## config.mk

```make
export PLATFORM = sky130hd
export DESIGN_NAME = output_stream_framer
export DESIGN_NICKNAME = d
export VERILOG_FILES = /design/src/rtl/output_framer_pkg.sv /design/src/rtl/framer_sync_fifo.sv /design/src/rtl/output_stream_framer.sv
export SDC_FILE = /design/constraint.sdc
export NUM_CORES = 1
export LEC_CHECK = 0
export ABC_AREA = 1
export BUFFER_PORTS_ARGS = -buffer_cell sky130_fd_sc_hd__buf_2
export CAP_MARGIN = 10
export CORE_ASPECT_RATIO = 1.2
export CORE_UTILIZATION = 53
export CTS_CLUSTER_SIZE = 20
export DETAILED_ROUTE_END_ITERATION = 10
export GPL_ROUTABILITY_DRIVEN = 0
export PLACE_DENSITY_LB_ADDON = 0.15
export SKIP_LAST_GASP = 1
export SLEW_MARGIN = 5
export SYNTH_ARGS = -nofsm -noshare
export SYNTH_HDL_FRONTEND = slang
export SYNTH_SLANG_ARGS = --single-unit
```

## constraint.sdc

```tcl
create_clock -name clk -period 2.7 [get_ports clk]
set_clock_uncertainty 0.2 [all_clocks]
set_input_delay 0.27 -clock clk [delete_from_list [all_inputs] [get_ports clk]]
set_output_delay 0.27 -clock clk [all_outputs]
set_load 0.02 [all_outputs]
```

## src/rtl/output_framer_pkg.sv

```systemverilog
// Shared types and constants for the output stream framer: frame-position state,
// per-beat tag struct and statistics width.
package output_framer_pkg;

    localparam int STAT_W = 16;

    typedef enum logic [0:0] {
        S_WAIT_SOF = 1'b0,
        S_RUN      = 1'b1
    } framer_state_t;

    // Tags carried alongside each buffered beat; the top wraps them with the data
    // field into the full {eof,eol,sof,data} FIFO entry.
    typedef struct packed {
        logic eof;
        logic eol;
        logic sof;
    } beat_tag_t;

    // Counter width for a dimension of n positions, never narrower than one bit.
    function automatic int cnt_w(input int n);
        return (n > 1) ? $clog2(n) : 1;
    endfunction

    // Odd parity of a tag triple, available for integrity checking of buffered entries.
    function automatic logic tag_parity(input beat_tag_t t);
        return ^{t.eof, t.eol, t.sof};
    endfunction

endpackage

```

## src/rtl/framer_sync_fifo.sv

```systemverilog
// Generic DEPTH x WIDTH synchronous FIFO with full/empty; registered write, no
// fall-through. A push on a full FIFO is accepted only when a pop frees a slot.
module framer_sync_fifo
#(
    parameter int DEPTH = 8,
    parameter int WIDTH = 8
)
(
    input  logic             clk,
    input  logic             rst,
    input  logic             push,
    input  logic [WIDTH-1:0] push_data,
    input  logic             pop,
    output logic [WIDTH-1:0] head_data,
    output logic             full,
    output logic             empty
);

    localparam int AW = $clog2(DEPTH);
    localparam logic [AW:0] FULL_CNT = (AW+1)'(DEPTH);

    logic [WIDTH-1:0] mem_r [DEPTH];
    logic [AW-1:0]    wr_ptr_r;
    logic [AW-1:0]    rd_ptr_r;
    logic [AW:0]      count_r;
    logic             push_ok_s;
    logic             pop_ok_s;

    assign empty     = (count_r == {(AW+1){1'b0}});
    assign full      = (count_r == FULL_CNT);
    assign pop_ok_s  = pop && !empty;
    assign push_ok_s = push && (!full || pop_ok_s);
    // Empty reads as zero so the stream outputs are clean whenever nothing is valid.
    assign head_data = empty ? {WIDTH{1'b0}} : mem_r[rd_ptr_r];

    // Storage array; contents are don't-care until written, guarded by count_r.
    always_ff @(posedge clk) begin
        if (push_ok_s) begin
            mem_r[wr_ptr_r] <= push_data;
        end
    end

    // Pointer and occupancy bookkeeping.
    always_ff @(posedge clk) begin
        if (rst) begin
            wr_ptr_r <= {AW{1'b0}};
            rd_ptr_r <= {AW{1'b0}};
            count_r  <= {(AW+1){1'b0}};
        end else begin
            if (push_ok_s) begin
                wr_ptr_r <= wr_ptr_r + AW'(1);
            end
            if (pop_ok_s) begin
                rd_ptr_r <= rd_ptr_r + AW'(1);
            end
            case ({push_ok_s, pop_ok_s})
                2'b10:   count_r <= count_r + (AW+1)'(1);
                2'b01:   count_r <= count_r - (AW+1)'(1);
                default: count_r <= count_r;
            endcase
        end
    end

endmodule

```

## src/rtl/output_stream_framer.sv

```systemverilog
// Tags result beats with sof/eol/eof from column/row counters and buffers them toward
// a ready/valid host stream. Optional frame/drop counters: OUTPUT_FRAMER_STATS_EN.
module output_stream_framer
    import output_framer_pkg::*;
#(
    parameter int DATA_W = 16,
    parameter int IMG_W  = 4,
    parameter int IMG_H  = 4,
    parameter int DEPTH  = 8
)
(
    input  logic              clk,
    input  logic              rst,
    input  logic [DATA_W-1:0] i_data,
    input  logic              i_valid,
    input  logic              i_sof,
    input  logic              i_clr_err,
    output logic [DATA_W-1:0] o_data,
    output logic              o_valid,
    input  logic              i_ready,
    output logic              o_sof,
    output logic              o_eol,
    output logic              o_eof,
    output logic              o_overflow,
    output logic              o_sof_err,
    output logic [STAT_W-1:0] o_frame_cnt,
    output logic [STAT_W-1:0] o_drop_cnt
);

    localparam int COL_W = cnt_w(IMG_W);
    localparam int ROW_W = cnt_w(IMG_H);
    localparam logic [COL_W-1:0] COL_LAST = COL_W'(IMG_W - 1);
    localparam logic [ROW_W-1:0] ROW_LAST = ROW_W'(IMG_H - 1);

    typedef struct packed {
        beat_tag_t         tag;
        logic [DATA_W-1:0] data;
    } fifo_entry_t;

    framer_state_t state_r;
    framer_state_t state_nx_s;
    logic [COL_W-1:0] col_r;
    logic [ROW_W-1:0] row_r;
    logic [COL_W-1:0] pos_col_s;
    logic [ROW_W-1:0] pos_row_s;
    logic [COL_W-1:0] col_nx_s;
    logic [ROW_W-1:0] row_nx_s;
    logic             start_s;
    logic             wr_s;
    logic             eol_s;
    logic             eof_s;
    logic             sof_err_set_s;
    logic             pop_s;
    logic             drop_s;
    logic             full_s;
    logic             empty_s;
    logic             overflow_r;
    logic             sof_err_r;
    fifo_entry_t      push_entry_s;
    fifo_entry_t      head_entry_s;

    // Position of the incoming beat in the frame and the counter values that follow it.
    always_comb begin
        start_s       = i_valid && i_sof;
        wr_s          = i_valid && (i_sof || (state_r == S_RUN));
        sof_err_set_s = start_s && (state_r == S_RUN);
        pos_col_s     = start_s ? {COL_W{1'b0}} : col_r;
        pos_row_s     = start_s ? {ROW_W{1'b0}} : row_r;
        eol_s         = (pos_col_s == COL_LAST);
        eof_s         = eol_s && (pos_row_s == ROW_LAST);
        if (eof_s) begin
            col_nx_s   = {COL_W{1'b0}};
            row_nx_s   = {ROW_W{1'b0}};
            state_nx_s = S_WAIT_SOF;
        end else if (eol_s) begin
            col_nx_s   = {COL_W{1'b0}};
            row_nx_s   = pos_row_s + ROW_W'(1);
            state_nx_s = S_RUN;
        end else begin
            col_nx_s   = pos_col_s + COL_W'(1);
            row_nx_s   = pos_row_s;
            state_nx_s = S_RUN;
        end
        push_entry_s.tag.eof = eof_s;
        push_entry_s.tag.eol = eol_s;
        push_entry_s.tag.sof = start_s;
        push_entry_s.data    = i_data;
    end

    assign pop_s  = !empty_s && i_ready;
    // Counters advance on dropped beats too so frame geometry stays aligned.
    assign drop_s = wr_s && full_s && !pop_s;

    // Frame-position state machine and sticky error flags (a new event beats a clear).
    always_ff @(posedge clk) begin
        if (rst) begin
            state_r    <= S_WAIT_SOF;
            col_r      <= {COL_W{1'b0}};
            row_r      <= {ROW_W{1'b0}};
            overflow_r <= 1'b0;
            sof_err_r  <= 1'b0;
        end else begin
            if (wr_s) begin
                state_r <= state_nx_s;
                col_r   <= col_nx_s;
                row_r   <= row_nx_s;
            end
            overflow_r <= drop_s || (overflow_r && !i_clr_err);
            sof_err_r  <= sof_err_set_s || (sof_err_r && !i_clr_err);
        end
    end

    framer_sync_fifo #(
        .DEPTH (DEPTH),
        .WIDTH ($bits(fifo_entry_t))
    ) u_fifo (
        .clk       (clk),
        .rst       (rst),
        .push      (wr_s),
        .push_data (push_entry_s),
        .pop       (pop_s),
        .head_data (head_entry_s),
        .full      (full_s),
        .empty     (empty_s)
    );

    assign o_valid    = !empty_s;
    assign o_data     = head_entry_s.data;
    assign o_sof      = head_entry_s.tag.sof;
    assign o_eol      = head_entry_s.tag.eol;
    assign o_eof      = head_entry_s.tag.eof;
    assign o_overflow = overflow_r;
    assign o_sof_err  = sof_err_r;

`ifdef OUTPUT_FRAMER_STATS_EN
    logic [STAT_W-1:0] frame_cnt_r;
    logic [STAT_W-1:0] drop_cnt_r;

    // Frames counted on the eof write whether or not it fit; drops counted per beat.
    always_ff @(posedge clk) begin
        if (rst) begin
            frame_cnt_r <= {STAT_W{1'b0}};
            drop_cnt_r  <= {STAT_W{1'b0}};
        end else begin
            if (wr_s && eof_s) begin
                frame_cnt_r <= frame_cnt_r + STAT_W'(1);
            end
            if (drop_s) begin
                drop_cnt_r <= drop_cnt_r + STAT_W'(1);
            end
        end
    end

    assign o_frame_cnt = frame_cnt_r;
    assign o_drop_cnt  = drop_cnt_r;
`else
    assign o_frame_cnt = {STAT_W{1'b0}};
    assign o_drop_cnt  = {STAT_W{1'b0}};
`endif

endmodule

```

=== Word-level counts from Yosys, hierarchy flattened ===
Memory sizes are Yosys's and may differ from the RTL's. A register that Yosys moved wholly into a read port is not among the register bits.
Index checks and enable logic that the tools add are counted.

* Add/subtract/negate cells: 6
* Multipliers: 0
* Div/mod/pow operators: 0
* Magnitude comparators: 0
* Equality and inequality tests: 5
* Shifts and indexed selects: 0
* Muxes and demuxes: 13
* Bitwise gates (word level): 0
* Reduce and logical (&&, ||, !) cells: 21

{| class="wikitable"
|+ Operators by type and width
! cell !! count
|-
| 2-to-1 mux 19 bit || 1
|-
| 2-to-1 mux 2 bit || 6
|-
| logical AND 1 bit || 11
|-
| case mux 4 bit (2 select lines) || 1
|-
| adder 3 x 1 -> 3 bit, second input constant || 2
|-
| equality test 2 bit, second input constant || 3
|-
| 2-to-1 mux 3 bit || 2
|-
| adder 2 x 1 -> 2 bit, second input constant || 2
|-
| adder 4 x 1 -> 4 bit, second input constant || 1
|-
| equality test 4 bit, second input constant || 1
|-
| logical NOT 1 bit || 4
|-
| logical NOT 4 bit || 1
|-
| logical OR 1 bit || 4
|-
| subtractor 4 x 1 -> 4 bit, second input constant || 1
|-
| 2-to-1 mux 1 bit || 3
|-
| equality test 2 x 1 -> 1 bit, second input constant || 1
|-
| nonzero test 2 bit || 1
|}

* Bits in registers: 17
* Bits in latches: 0
* RAM bits: 152
* ROM bits: 0
* Bits of input ports: 22
* Output and inout bits: 54
* Logic and storage cells: 54
* Memories kept: 1

{| class="wikitable"
|+ Memories
! memory !! depth !! bits a word !! rd ports !! clocked after Yosys merged registers in !! write ports !! line !! source
|-
| u_fifo.mem_r || 8 || 19 || 1 || 1 || 1 || framer_sync_fifo.sv:22 || <nowiki>logic [WIDTH-1:0] mem_r [DEPTH];</nowiki>
|}

=== Longest topological paths before layout ===
Gate-level depths: netlist of the first run.

* Depth in word-level cells: 8
* Gate-level depth with buffers: 14
* Gate-level depth less buffers: 14

=== Hierarchy ===
From an unflattened synthesis of the first run, not the netlist that was laid out.

* Cells, all modules: 607
* Area total of the unflattened synthesis: 7233.2 µm²

{| class="wikitable"
|+ By module, submodules not included
! module !! times used !! cells each !! area an instance (µm²) !! seq. area each (µm²)
|-
| framer_sync_fifo || 1 || 525 || 6642.6 || 4824.6
|-
| output_stream_framer || 1 || 82 || 590.6 || 140.1
|}

=== Worst setup path after synthesis of the first run ===
Ideal clock, no wire load.

* Path kind: flip-flop to flip-flop
* Start point: register state_r
* End point: memory u_fifo.mem_r[7][0] (netlist bit), enable pin
* Data arrival time: 2.081 ns
* Setup slack: 0.000 ns
* Cell stages (with the launch flop): 5
* Path buffers: 0
* Path through: dfxtp_1 o21ai_4 inv_1 nand2_2 nor3_1

* Longest elaborated chain between the ends: 5

{| class="wikitable"
|+ RTL lines
! element !! line !! source
|-
| start, declared || output_stream_framer.sv:40 || <nowiki>framer_state_t state_r;</nowiki>
|-
| start signal, assigned || output_stream_framer.sv:104 || <nowiki>state_r <= state_nx_s;</nowiki>
|-
| logical OR 1 bit || output_stream_framer.sv:65 || <nowiki>wr_s = i_valid && (i_sof || (state_r == S_RUN));</nowiki>
|-
| logical AND 1 bit || output_stream_framer.sv:65 ||
|-
| logical AND 1 bit || framer_sync_fifo.sv:32 || <nowiki>assign push_ok_s = push && (!full || pop_ok_s);</nowiki>
|-
| 2-to-1 mux 1 bit || framer_sync_fifo.sv:38 || <nowiki>if (push_ok_s) begin</nowiki>
|-
| 2-to-1 mux 1 bit (implied by the code) || framer_sync_fifo.sv:39 || <nowiki>mem_r[wr_ptr_r] <= push_data;</nowiki>
|-
| end, declared || framer_sync_fifo.sv:22 ||
|}

Every way passes these cells.

==> impl_results.md, run 1 <==
* Status: finished clean
* GRT Util Overall at 23.12%
* Switching pwr at 0.002646 W
* Post-CTS Setup Inserts at 0
* Synthesized area per cell at 11.65 sq um
* Final worst path period need at 2527 ps
* Hold crit path type: input port to flop
* Design Power at 0.007793 W
* Die area at 14100 sq um
* CP endpoint kind: primary output
* Synth area leaders: edfxtp_1 63%, nor2_1 7.8%, dfxtp_1 5.5%
* Grt total ovfl at 0
* Worst R2R Path Depth at 12
* Crit path DAT at 2060 ps
* Largest net degree at the start of global routing at 77
* Synth Cell Area at 7221 sq um
* TritonCTS Buffers at 17
* # DRC at 0
* Vias in the first global route at 4535
* Final wirelength at 15410 um
* CP Launch Type: flop
* Seq/Total Area, Yosys at 68.76%
* Via count at 4652
* Worst Hold Path EP: row_r[1]
* Number of antenna violations at the first check in global routing at 0
* Initial Util at 54.55%
* CTS Sinks at 172
* Post-DP HPWL at 8968 um
* Clk buf depth at 2
* Die W at 108.6 um
* ANT cells at 0
* Crit path max fanout at 18
* Per-cell routed wire length at 17.74 um
* # rows at 46
* Number of flops mapped to enable cells by yosys at 152
* Worst hold slack at 27.70 ps
* Reg-to-Reg End: u_fifo.count_r[2]
* Max cap viols at 0
* Routed Antenna Nets at 0
* I/O pin count at 76
* FF-to-FF Start: state_r
* Ys async rst share at 0%
* Power Density at 940.6 nW/um^2
* R2R Setup Slk at 290 ps
* Req. time, crit path at 2230 ps
* Slew Limit Fails at 0
* First-pass GRT wire length at 23840 um
* Hold Crit Depth at 4
* Layout cells sized above 1 at 14.12%
* Fmax at 0.3957 GHz
* Vias/cell at 5.353
* Drt first pass iters at 5
* Logic pwr share at 30.7%
* Seq cells post-synth at 172
* Final Setup Violations at 0
* Leakage power figure at 3.112 nW
* Area leader, netlist: edfxtp_1
* RSZ-0062 raised after global routing: false
* Sequential power share at 39.7%
* Clock Power Share at 29.6%
* Nets at 717
* Ys Warns at 0
* Setup tns final at 0 ps
* Hold Startpoint: i_sof
* Post-synth top area share at 63.21%
* I/O Buffers at 43
* CTS Root Cell: clkbuf_16
* Total placed cells including tap cells at 817
* Most frequent cell after synthesis: edfxtp_1
* Cell Count, Final, Fillers Out at 869
* CTS tree: done
* H-tree level count at 4
* Worst-Skew Late Latency at 420 ps
* Die Height at 129.9 um
* Synthesized instance count at 620
* Core ar. at 13240 sq um
* Area delta synth->final at 14.75%
* Critical path class: flop to primary output
* Final Hold Viols at 0
* Worst vdd ir at 0.6287 mV
* CTS clk-pin slew, worst paths at 60 ps
* Post-synth cell types at 29
* Top_reg_cell synth: edfxtp_1
* Internal power at 0.005147 W
* Post-synth top cells: 152 x edfxtp_1, 151 x nor2_1, 69 x o21ai_0
* Iter 0 DRT Violations at 393
* Switching Share at 33.95%
* Tcrit/Tclk final at 93.60%
[placed cells by master (no fill, tap or decap), types with 5 or more instances in the layout]
cell type	instances
o21ai_0	69
o22ai_1	19
clkinv_2	5
clkbuf_1	6
clkbuf_16	17
nand2_1	42
o21ai_1	17
dlygate4sd3_1	20
buf_2	43
buf_4	13
nand3_1	8
nor2_1	147
inv_1	25
edfxtp_1	152
o211ai_1	19
conb_1	32
dfxtp_1	18
ha_1	7
a21oi_1	13
[metrics by stage]
step	utilization (%)	cell area (sq um)	worst slack [ps]
2_1_floorplan	-	7337	0.1799
3_3_place_gp	56.86	7527	437.4
3_5_place_dp	56.86	7527	328.4
4_1_cts	62.57	8283	141.9
5_1_grt	62.59	8285	34.89
6_report	62.59	8285	172.9
[power groups by stage]
stage | Clock, W | Combinational (W) | Sequential (W)
finish | 0.00231 | 0.00239 | 0.00310
floorplan | 0 | 0.00173 | 0.00311
CTS | 0.00234 | 0.00241 | 0.00309
global route | 0.00243 | 0.00267 | 0.00311
detailed placement | 0 | 0.00237 | 0.00315
global placement | 0 | 0.00232 | 0.00314
[what timing repair did]
| action | 4_1_cts | 5_1_grt |
|---|---|---|
| endpoints found under the hold margin | 136 | 0 |
| setup endpoints to repair | 2 | 1 |
| resized for setup | 1 | 2 |
| hold buffers | 20 | 0 |
[worst max-delay path, stage by stage (launching register included)]
cell and delay (ps):
dfxtp_2 510, buf_4 300, o21ai_0 140, o22ai_1 200, nor2_1 60, nor2_1 220, buf_2 210
[registers in the layout, summed over array words and instances, names as in the netlist, named ones only]
| signal | flops |
|---|---|
| col_r | 2 |
| o_overflow | 1 |
| o_sof_err | 1 |
| row_r | 2 |
| state_r | 1 |
| u_fifo.count_r | 4 |
| u_fifo.mem_r | 152 |
| u_fifo.rd_ptr_r | 3 |
| u_fifo.wr_ptr_r | 3 |
[kinds of logic after synthesis]
family	synth area share, %
xor+xnor	0.3640
other cells	0.05193
flops	68.76
simple gates	11.09
buf+inv	7.503
fa+ha+maj	1.213
compound gates	11.02
[final cells by class]
type / count / area (sq um)
multi-input cells: 391 / 1861
clock inverters: 8 / 92.59
inverters: 26 / 100.1
fillers: 1055 / 4952
clock buffers: 24 / 461.7
well taps: 168 / 210.2
repair buffers: 80 / 593.1
flip-flops and latches: 172 / 4967
[layer usage]
metal	vias to the layer above	wire (um)	part of all wire (%)	global-route usage (%)
met5	-	0	0	0
met4	0	172	1.1	6.916
li1	2249	-	-	-
met3	15	612	4.0	4.396
met1	2277	6842	44	29.93
met2	111	7784	51	39.61
[worst max path at each step]
stage	slack [ps]	start	cells after the start	endpoint
global route	30	flop	7	o_sof
finish	170	flop	6	o_data[1]
global placement	440	i_sof	13	u_fifo.count_r[2]
CTS	140	flop	7	o_sof
detailed placement	330	i_sof	13	u_fifo.count_r[2]
floorplan	0.2	state_r	4	u_fifo.mem_r[7][0]
Note: power is estimated with default switching activity, not from simulation.
==> inputs of run 2 (changes only) <==
--- a/config.mk
+++ b/config.mk
@@ -8,8 +8,10 @@
 export ABC_AREA = 1
 export BUFFER_PORTS_ARGS = -buffer_cell sky130_fd_sc_hd__buf_2
 export CAP_MARGIN = 10
+export CELL_PAD_IN_SITES_DETAIL_PLACEMENT = 1
+export CELL_PAD_IN_SITES_GLOBAL_PLACEMENT = 1
 export CORE_ASPECT_RATIO = 1.2
-export CORE_UTILIZATION = 53
+export CORE_UTILIZATION = 42
 export CTS_CLUSTER_SIZE = 20
 export DETAILED_ROUTE_END_ITERATION = 10
 export GPL_ROUTABILITY_DRIVEN = 0
==> impl_results.md, run 2 (same netlist as run 1, synthesis figures left out) <==
* CTS Sinks at 172 (unchanged)
* Post-route cell area at 8315 sq um (was 8285 sq um)
* Max cap viols at 0 (unchanged)
* Leakage power figure at 3.116 nW (was 3.112 nW)
* CP Launch Type: flop (unchanged)
* Worst-Skew Late Latency at 420 ps (about the same)
* FF-to-FF Start: u_fifo.count_r[0] (was state_r)
* Design Power at 0.007744 W (was 0.007793 W)
* Most frequent cells in the layout: 152 x edfxtp_1, 147 x nor2_1, 69 x o21ai_0 (unchanged)
* Biggest registers after layout: u_fifo.mem_r (152), u_fifo.count_r (4) (unchanged)
* Commonest non-fill, non-tap cell in the layout: edfxtp_1 (unchanged)
* Largest net degree at the start of global routing at 44 (was 77)
* Nets at 719 (was 717)
* Area delta synth->final at 15.16% (was 14.75%)
* Hold crit path type: input port to flop (unchanged)
* Setup tns final at 0 ps (unchanged)
* Fill count at 1784 (was 1055)
* Iter 0 DRT Violations at 392 (was 393)
* Total placed cells including tap cells at 867 (was 817)
* First-pass GRT wire length at 27480 um (was 23840 um)
* Slew HR at 65.50%
* Vias in the first global route at 5101 (was 4535)
* Largest register by flop count: u_fifo.mem_r (unchanged)
* I/O Buffers at 43 (unchanged)
* Reg-to-Reg End: u_fifo.count_r[2] (unchanged)
* Post-DP HPWL at 10220 um (was 8968 um)
* Cell Count, Final, Fillers Out at 919 (was 869)
* Die W at 121.7 um (was 108.6 um)
* Die Height at 145.6 um (was 129.9 um)
* Setup crit end: o_data[13] (was o_data[1])
* R2R Setup Slk at 360 ps (was 290 ps)
* Crit path DAT at 1990 ps (was 2060 ps)
* TritonCTS Buffers at 17 (unchanged)
* CP max-delay cell: buf_4 (was dfxtp_2)
* CP endpoint kind: primary output (unchanged)
* Slew Limit Fails at 0 (unchanged)
* Req. time, crit path at 2230 ps (about the same)
* Fin util at 49.35% (was 62.59%)
* Power Density at 931.3 nW/um^2 (was 940.6 nW/um^2)
* Layout cells sized above 1 at 14.65% (was 14.12%)
* Grt total ovfl at 0 (unchanged)
* Internal power at 0.005017 W (was 0.005147 W)
* Die area at 17720 sq um (was 14100 sq um)
* Switching pwr at 0.002727 W (was 0.002646 W)
* Final Hold Viols at 0 (unchanged)
* Fmax at 0.4065 GHz (was 0.3957 GHz)
* Number of antenna violations at the first check in global routing at 0 (unchanged)
* CTS Root Cell: clkbuf_16 (unchanged)
* Logic pwr share at 31.3% (was 30.7%)
* I/O pin count at 76 (unchanged)
* Per-cell routed wire length at 18.90 um (was 17.74 um)
* Final wirelength at 17370 um (was 15410 um)
* CTS tree: done (unchanged)
* RSZ-0062 raised after global routing: false (unchanged)
* Routed Antenna Nets at 0 (unchanged)
* Worst vdd ir at 0.5056 mV (was 0.6287 mV)
* Via count at 4756 (was 4652)
* Worst path most repeated cell: nor2_1 (unchanged)
* Final Setup Violations at 0 (unchanged)
* Clk buf depth at 2 (unchanged)
* Vias/cell at 5.175 (was 5.353)
* ANT cells at 0 (unchanged)
* Tcrit/Tclk final at 91.11% (was 93.60%)
* Hold Crit Depth at 4 (unchanged)
* Switching Share at 35.22% (was 33.95%)
* Final worst path period need at 2460 ps (was 2527 ps)
* Critical-path cell list: inv_2 -> buf_4 -> o21ai_0 -> o22ai_1 -> nor2_1 -> nor2_1 -> buf_2 (was buf_4 -> o21ai_0 -> o22ai_1 -> nor2_1 -> nor2_1 -> buf_2)
* Post-CTS Setup Inserts at 0 (unchanged)
* CTS clk-pin slew, worst paths at 60 ps (about the same)
* Sequential power share at 39.6% (was 39.7%)
* Worst R2R Path Depth at 12 (unchanged)
* Status: finished clean (unchanged)
* Slew @ Worst Pin at 517.4 ps
* H-tree level count at 4 (unchanged)
* CP max stage delay at 410 ps (was 510 ps)
* Area of the multi-input gates at 1861 sq um (unchanged)
* Crit path max fanout at 42 (was 18)
* Initial Util at 42.85% (was 54.55%)
* # DRC at 0 (unchanged)
* Core ar. at 16850 sq um (was 13240 sq um)
* Seq. cell area at 4966 sq um (was 4967 sq um)
* Clock Power Share at 29.0% (was 29.6%)
* Drt first pass iters at 4 (was 5)
* Area of placed instances at 7565 sq um (was 7527 sq um)
* Critical path class: flop to primary output (unchanged)
* # rows at 52 (was 46)
* GRT Util Overall at 21.00% (was 23.12%)
* Max reg flops at 152 (unchanged)
-- run 2: critical path: cells and delay by family (launching register included) --
family	cells	cell delay [ps]
flip-flops	1	340
AO/OA/AOI/OAI	2	320
AND/OR/NAND/NOR	2	210
buffers and inverters	3	690
-- run 2: per-stage QoR --
stage                     setup WS (ps)  hold WS (ps)
after CTS                         136.4         47.82
final                             240.1         59.49
after detailed placement          365.7         257.2
after global placement            475.2         251.9
after floorplan                  0.1799         168.9
after global routing              28.44         102.4
-- run 2: worst min path at each step --
stage,from,end,slack [ps]
global placement,row_r[1],row_r[1],250
global route,i_ready,u_fifo.rd_ptr_r[1],100
finish,i_ready,flop,60
floorplan,i_data[0],u_fifo.mem_r[0][0],170
CTS,i_ready,u_fifo.rd_ptr_r[1],50
detailed placement,u_fifo.rd_ptr_r[2],u_fifo.rd_ptr_r[2],260
-- run 2: routing by layer --
metal | vias to the layer above | part of all wire [%] | track usage, %
met2 | 83 | 54 | 38.21
met1 | 2396 | 41 | 24.38
met5 | - | 0 | 0
met3 | 20 | 3.3 | 4.350
li1 | 2257 | - | -
met4 | 0 | 1.7 | 6.481
-- run 2: cell type report --
type / count / share of cell area (%)
Sequential cell: 172 / 59.72
Timing Repair Buffer: 82 / 6.906
Tap cell: 216 / 3.250
Inverter: 26 / 1.174
Clock buffer: 23 / 5.883
Clock inverter: 9 / 0.6921
Multi-Input combinational cell: 391 / 22.37
-- run 2: repair_timing --
| item | in CTS | in global routing |
|---|---|---|
| resized for setup | 0 | 1 |
| hold endpoints to repair | 136 | 0 |
| setup endpoints to repair | 0 | 2 |
| hold buffers | 20 | 0 |
-- run 2: power groups by stage --
stage	Clock, W	Sequential [W]	Combinational [W]
final	0.00225	0.00307	0.00243
after global routing	0.00240	0.00308	0.00272
after CTS	0.00229	0.00307	0.00247
after detailed placement	0	0.00313	0.00243
after global placement	0	0.00312	0.00234
after floorplan	0	0.00311	0.00173
